--- config.mk ---
export PLATFORM = sky130hd
export DESIGN_NAME = instruction_fetch_unit
export DESIGN_NICKNAME = d
export VERILOG_FILES = /design/src/rtl/instruction_fetch_unit_pkg.sv /design/src/rtl/instruction_fetch_unit_pc_register.sv /design/src/rtl/instruction_fetch_unit.sv
export SDC_FILE = /design/constraint.sdc
export NUM_CORES = 1
export LEC_CHECK = 0
export BUFFER_PORTS_ARGS = -buffer_cell sky130_fd_sc_hd__buf_2
export CORE_MARGIN = 5
export CORE_UTILIZATION = 45
export CTS_CLUSTER_SIZE = 25
export DETAILED_ROUTE_END_ITERATION = 12
export PLACE_DENSITY = 0.71
export SLEW_MARGIN = 20
export SYNTH_ARGS = -nofsm -noshare
export SYNTH_HDL_FRONTEND = slang
export SYNTH_HIERARCHICAL = 1
export SYNTH_SLANG_ARGS = --single-unit
--- constraint.sdc ---
create_clock -name clk -period 5.3 [get_ports clk]
set_clock_uncertainty 0.05 [all_clocks]
set_input_delay 0.265 -clock clk [delete_from_list [all_inputs] [get_ports clk]]
set_output_delay 0.265 -clock clk [all_outputs]
set_load 0.005 [all_outputs]
--- src/rtl/instruction_fetch_unit_pkg.sv ---
// Shared fetch-stage definitions: NOP encoding, word size, default reset PC
// and the IF/ID pipeline record that the decode stage also consumes.
package instruction_fetch_unit_pkg;

    localparam int unsigned IFETCH_WIDTH     = 32;
    localparam int unsigned WORD_BYTES       = 4;
    localparam logic [31:0] NOP_INSTR        = 32'h0000_0000;
    localparam logic [31:0] DEFAULT_RESET_PC = 32'h0000_0000;

    typedef struct packed {
        logic [IFETCH_WIDTH-1:0] instruction;
        logic [IFETCH_WIDTH-1:0] pcplus4;
        logic                    valid;
    } ifid_t;

endpackage

--- src/rtl/instruction_fetch_unit_pc_register.sv ---
// Program counter: DATA_WIDTH register with load enable and asynchronous
// active-high reset to RESET_PC.
module pc_register
    import instruction_fetch_unit_pkg::*;
#(
    parameter int unsigned          DATA_WIDTH = 32,
    parameter logic [DATA_WIDTH-1:0] RESET_PC  = DEFAULT_RESET_PC
) (
    input  logic                  clk,
    input  logic                  reset,
    input  logic                  load,
    input  logic [DATA_WIDTH-1:0] next_pc,
    output logic [DATA_WIDTH-1:0] pc
);

    // NOTE: sequential state uses non-blocking assignments so every register
    // samples pre-edge values regardless of block evaluation order.
    always_ff @(posedge clk or posedge reset) begin
        if (reset) begin
            pc <= RESET_PC;
        end else if (load) begin
            pc <= next_pc;
        end
    end

endmodule

--- src/rtl/instruction_fetch_unit.sv ---
// MIPS-style fetch stage: PC, ROM address, IF/ID register, stall/redirect/flush.
// Optional sticky fetch-address check enabled by `define IFETCH_ADDR_CHECK_EN.
module instruction_fetch_unit
    import instruction_fetch_unit_pkg::*;
#(
    parameter int unsigned           DATA_WIDTH   = 32,
    parameter int unsigned           MEMORY_DEPTH = 32,
    parameter logic [DATA_WIDTH-1:0] RESET_PC     = DEFAULT_RESET_PC
) (
    input  logic                  clk,
    input  logic                  reset,
    input  logic                  Stall,
    input  logic                  Redirect,
    input  logic [DATA_WIDTH-1:0] RedirectTarget,
    input  logic [DATA_WIDTH-1:0] Instruction,
    output logic [DATA_WIDTH-1:0] Address,
    output logic [DATA_WIDTH-1:0] IFID_Instruction,
    output logic [DATA_WIDTH-1:0] IFID_PCPlus4,
    output logic                  IFID_Valid,
    output logic                  AddrError
);

    localparam logic [DATA_WIDTH-1:0] ALIGN_MASK = ~DATA_WIDTH'(WORD_BYTES - 1);

    // Elaboration-time sanity checks on the configuration.
    if (RESET_PC[1:0] != 2'b00) begin : g_bad_reset_pc
        $error("RESET_PC must be word aligned");
    end
    if (MEMORY_DEPTH < 1) begin : g_bad_depth
        $error("MEMORY_DEPTH must be at least 1");
    end

    logic [DATA_WIDTH-1:0] pc;
    logic [DATA_WIDTH-1:0] pc_plus4;
    logic [DATA_WIDTH-1:0] next_pc;
    logic                  pc_load;
    logic                  fetch_halt;
    logic                  accept;
    ifid_t                 ifid_q;

    assign pc_plus4 = pc + DATA_WIDTH'(WORD_BYTES);
    assign Address  = pc;
    assign accept   = !Redirect && !Stall;

`ifdef IFETCH_ADDR_CHECK_EN
    localparam logic [DATA_WIDTH-3:0] MEM_WORDS = MEMORY_DEPTH[DATA_WIDTH-3:0];

    logic addr_bad;
    logic addr_error_q;

    assign addr_bad   = (pc[1:0] != 2'b00) || (pc[DATA_WIDTH-1:2] >= MEM_WORDS);
    // The detecting edge already refuses the fetch, not just later ones.
    assign fetch_halt = addr_error_q || addr_bad;
    assign AddrError  = addr_error_q;

    always_ff @(posedge clk or posedge reset) begin
        if (reset) begin
            addr_error_q <= 1'b0;
        end else if (accept && addr_bad) begin
            addr_error_q <= 1'b1;
        end
    end
`else
    assign fetch_halt = 1'b0;
    assign AddrError  = 1'b0;
`endif

    // NOTE: every always_comb output gets a default first so no path leaves
    // it unassigned and infers a latch.
    always_comb begin
        pc_load = 1'b0;
        next_pc = pc;
        if (Redirect) begin
            pc_load = 1'b1;
            next_pc = RedirectTarget & ALIGN_MASK;
        end else if (!Stall && !fetch_halt) begin
            pc_load = 1'b1;
            next_pc = pc_plus4;
        end
    end

    pc_register #(
        .DATA_WIDTH (DATA_WIDTH),
        .RESET_PC   (RESET_PC)
    ) u_pc_register (
        .clk     (clk),
        .reset   (reset),
        .load    (pc_load),
        .next_pc (next_pc),
        .pc      (pc)
    );

    always_ff @(posedge clk or posedge reset) begin
        if (reset) begin
            ifid_q <= '{instruction: NOP_INSTR, pcplus4: '0, valid: 1'b0};
        end else if (Redirect) begin
            ifid_q <= '{instruction: NOP_INSTR, pcplus4: '0, valid: 1'b0};
        end else if (!Stall) begin
            if (fetch_halt) begin
                ifid_q <= '{instruction: NOP_INSTR, pcplus4: '0, valid: 1'b0};
            end else begin
                ifid_q <= '{instruction: Instruction, pcplus4: pc_plus4, valid: 1'b1};
            end
        end
    end

    assign IFID_Instruction = ifid_q.instruction;
    assign IFID_PCPlus4     = ifid_q.pcplus4;
    assign IFID_Valid       = ifid_q.valid;

endmodule

==> metrics.md <==
| Metric | Value |
|---|---|
| Dominant register cell in the synthesized netlist | sky130_fd_sc_hd__dfrtp_1 |
| Crit path launch type | flop |
| Violated checks | negative hold slack |
| Post-detailed-placement cell area | a little over 6000 um^2 |
| Setup violators final | 0 |
| Post-layout min period | roughly 3 ns |
| Die Y | roughly 120 um |
| Proportion of power drawn by flip-flops and latches | 0.461 |
| Vias in the first global route | between 4000 and 5000 |
| CTS clock-pin slew for the worst setup and hold paths | 0.07 ns |
| Yosys warns | 6 |
| # Post-CTS Setup Buffers | 0 |
| Slew at the pin closest to its max-slew limit | between 0.9 and 1 ns |
| Buffer type at the clock tree root | sky130_fd_sc_hd__clkbuf_16 |
| Insertion delay of the later-clocked pin in the worst-skew pair | about 0.35 ns |
| Die Width | approximately 120 um |
| Footprint of the multi-input gates | between 2000 and 3000 um^2 |
| Number of vias per cell after detailed routing | about 5.8 |
| Number of vias after detailed routing | roughly 4800 |
| Cells traversed along the worst timing path | ha_1 -> nand3_2 -> or4_1 -> or4_1 -> a31oi_1 -> mux2_4 |
| Clock power share | 0.347 |
| Antenna diode count | 0 |
| CTS tree | yes |
| Total of fill cells in the finished design | roughly 1100 |
| Worst-case setup margin in the final layout | between 2 and 2.5 ns |
| Cell type with the highest aggregate area in the netlist | sky130_fd_sc_hd__dfrtp_1 |
| Peak supply drop | between 0.15 and 0.2 mV |
| Number of flops mapped to enable cells by yosys | 0 |
| IO Port Bufs | 162 |
| Number of distinct standard cells referenced by the synthesized netlist | 47 |
| Fraction of final layout cells sized beyond drive strength 1 | 0.327 |
| Post-Place Setup Slack | 2.30 ns |
| Critical-path cell with the highest stage delay | sky130_fd_sc_hd__or4_1 |
| Arrival time of the worst setup path | about 3.2 ns |
| Async set-or-reset flop fraction in the synthesized netlist | 1.00 |
| Required @ worst endpoint | ~5.5 ns |
| Post-synthesis net count | roughly 620 |
| Number of buffers inserted by hold repair at cts | 0 |
| DRC viols | 0 |
| CTS buffer count | 9 |
| Crit end category | flop |
| Register bit total from synthesis | 97 |
| Fraction of the yosys area taken by sequential cells | 0.445 |
| RSZ-0062 raised after global routing | false |
| Layout net count | approximately 740 |
| Antenna violations before repair | 0 |
| Peak clock frequency supported by timing | approximately 330 MHz |
| Logic pwr share | 0.193 |
| Total routing resource utilization after global routing | 0.213 |
| Global-route wire length before repair | about 25 mm |
| Initial Utilization | 0.456 |
| Most frequent cell on the critical path | sky130_fd_sc_hd__or4_1 |
| Final Hold Slack | -0.0199 ns |
| Number of top-level design ports | between 150 and 200 |
| Final period util | 0.566 |
| Resize count post-CTS | 0 |
| Status | finished, violations left |
| Post-Route Setup TNS | 0 ns |
| Max-slew violation count | 0 |
| Largest net degree at the start of global routing | 97 |
| Sum of overflow across all layers after global routing | 0 |
| Area overhead of the layout relative to synthesis | 19.8% |
| Hold violation count in the final report | 40 |
| Area share of the leading cell type in the synthesized netlist | 0.445 |
| Final non-filler cell area | 6530 um^2 |
| Iteration count of the initial detailed-routing pass | 5 |
| Routed length per instance | 18.5 um |
| Cell count after synthesis | about 550 |
| Number of nets with antenna violations after detailed routing | 0 |
| Clock buffer depth | 2 |
| Worst slew slack as a fraction of its limit | 0.351 |
| Aggregate routed wire length | ~15 mm |
| Cell area after synthesis | about 5500 um^2 |
| FP Rows | 40 |
| Weighted congestion at the end of routability-driven global placement | roughly 0.8 |
| Maximum cell stage delay along the critical path | approximately 0.94 ns |
| Leakage power total | ~3.1 nW |
| HPWL after detailed placement | about 10 mm |
| Clock sink total | 97 |
| DRC marker count from the first detailed-route iteration | between 300 and 400 |
| Switch share | 0.289 |
| Area enclosed by the die boundary | 14400 um^2 |
| Max-cap violations | 0 |
| Kind of critical path | reg -> reg |
| Max Fanout on Critical Path | 25 |
| Synthesized area divided by synthesized cell count | 9.99 um^2 |
| Footprint of the flip-flops and latches | about 2400 um^2 |
| Core footprint | between 10000 and 15000 um^2 |
| H-tree depth reported by CTS | 3 |
| Reported net switching power | roughly 570 uW |
| Power Density | approximately 300 nW/um^2 |
| Internal portion of total power | around 1.4 mW |
| Min-Delay Path Class | in -> async |
| Top cells by area in the synthesized netlist | sky130_fd_sc_hd__dfrtp_1, sky130_fd_sc_hd__mux2_4, sky130_fd_sc_hd__mux2i_1, sky130_fd_sc_hd__nor2_1, sky130_fd_sc_hd__or4_1 |
cell type report:
| cell class | count | area share |
|---|---|---|
| clock buffers | 14 | 0.0419 |
| clock inverters | 2 | 0.00536 |
| inverters | 8 | 0.00460 |
| multi-input cells | 389 | 0.417 |
| flip-flops and latches | 97 | 0.372 |
| well taps | 147 | 0.0282 |
| repair buffers | 168 | 0.131 |
critical path, delay by kind of cell, from the launching register on:
kind	cells	cell delay (ns)
flip-flops	1	0.51
adder cells (fa/ha/maj)	1	0.28
AO/OA/AOI/OAI	1	0.19
AND/OR/NAND/NOR	3	1.75
multiplexers	1	0.16
logic make-up after synthesis:
family,Yosys count,synth area share
compound gates,100,0.130
xor+xnor,19,0.0305
fa+ha+maj,1,0.00229
buf+inv,60,0.0562
flops,97,0.445
mux,66,0.149
other cells,1,0.000688
simple gates,202,0.186
sequential cells by signal, indices dropped and copies added (netlist names):
register and flops:
IFID_Instruction 32, IFID_PCPlus4 32, u_pc_register/pc 32, IFID_Valid 1
final timing paths:
kind	startpoint	endpoint	slack, ns	depth (start not counted)
max	u_pc_register/pc[2]	u_pc_register/pc[26]	2.30	6
max in group asynchronous	reset	IFID_PCPlus4[24]	4.26	3
min reg2reg	IFID_Valid	IFID_Valid	0.43	1
min	reset	IFID_Instruction[30]	-0.02	2
min in group clk	Instruction[19]	IFID_Instruction[19]	0.11	3
max reg2reg	u_pc_register/pc[2]	u_pc_register/pc[26]	2.30	6
synthesized netlist by cell type (13+ instances only):
| cell type | number |
|---|---|
| sky130_fd_sc_hd__dfrtp_1 | 97 |
| sky130_fd_sc_hd__mux2i_1 | 34 |
| sky130_fd_sc_hd__clkbuf_1 | 38 |
| sky130_fd_sc_hd__a311oi_1 | 15 |
| sky130_fd_sc_hd__nor2_1 | 75 |
| sky130_fd_sc_hd__or4_1 | 25 |
| sky130_fd_sc_hd__xnor2_1 | 14 |
| sky130_fd_sc_hd__o21ai_0 | 21 |
| sky130_fd_sc_hd__nand2_1 | 37 |
| sky130_fd_sc_hd__o31ai_1 | 18 |
| sky130_fd_sc_hd__mux2_4 | 30 |
| sky130_fd_sc_hd__a31oi_1 | 13 |
power groups by stage:
stage	clock network, mW	logic (mW)	registers (mW)
floorplan	0	0.258	0.888
global placement	0	0.373	0.914
detailed placement	0	0.383	0.921
CTS	0.696	0.386	0.908
global route	0.732	0.421	0.923
finish	0.684	0.380	0.909
stage by stage:
step / utilization / total power [mW] / instances / hold WS (ns)
3_3_place_gp: 0.520 / 1.29 / 809 / 0.340
6_report: 0.546 / 1.97 / 825 / -0.0199
2_1_floorplan: - / 1.15 / 546 / 0.331
5_1_grt: 0.546 / 2.08 / 825 / 0.0314
4_1_cts: 0.546 / 1.99 / 825 / 0.00136
3_5_place_dp: 0.520 / 1.30 / 809 / 0.373
per-layer routing:
| layer | track usage | routed length, um |
|---|---|---|
| met1 | 0.286 | 6640 |
| met2 | 0.348 | 7580 |
| met3 | 0.0415 | 860 |
| met4 | 0.0644 | 190 |
| met5 | 0 | 0 |
placed cells by master (no fill, tap or decap), types with 3 or more instances in the layout:
cell type / netlist / layout
sky130_fd_sc_hd__a211oi_1: 4 / 4
sky130_fd_sc_hd__a21oi_1: 8 / 8
sky130_fd_sc_hd__a311oi_1: 15 / 15
sky130_fd_sc_hd__a31oi_1: 13 / 13
sky130_fd_sc_hd__and4_1: 3 / 3
sky130_fd_sc_hd__buf_2: 5 / 162
sky130_fd_sc_hd__buf_4: 1 / 6
sky130_fd_sc_hd__clkbuf_16: 0 / 9
sky130_fd_sc_hd__clkbuf_8: 0 / 3
sky130_fd_sc_hd__dfrtp_1: 97 / 97
sky130_fd_sc_hd__inv_1: 6 / 5
sky130_fd_sc_hd__mux2_4: 30 / 30
sky130_fd_sc_hd__mux2i_1: 34 / 34
sky130_fd_sc_hd__nand2_1: 37 / 36
sky130_fd_sc_hd__nand2b_1: 5 / 5
sky130_fd_sc_hd__nand3_1: 11 / 11
sky130_fd_sc_hd__nand4_1: 11 / 11
sky130_fd_sc_hd__nor2_1: 75 / 75
sky130_fd_sc_hd__nor2b_1: 3 / 3
sky130_fd_sc_hd__nor3_1: 9 / 9
sky130_fd_sc_hd__nor4_1: 5 / 5
sky130_fd_sc_hd__o211ai_1: 3 / 3
sky130_fd_sc_hd__o21a_1: 3 / 3
sky130_fd_sc_hd__o21ai_0: 21 / 21
sky130_fd_sc_hd__o31a_1: 5 / 5
sky130_fd_sc_hd__o31ai_1: 18 / 18
sky130_fd_sc_hd__o41ai_1: 5 / 5
sky130_fd_sc_hd__or3_1: 10 / 10
sky130_fd_sc_hd__or4_1: 25 / 25
sky130_fd_sc_hd__xnor2_1: 14 / 14
sky130_fd_sc_hd__xor2_1: 5 / 5
(Power assumes the default switching activity.)
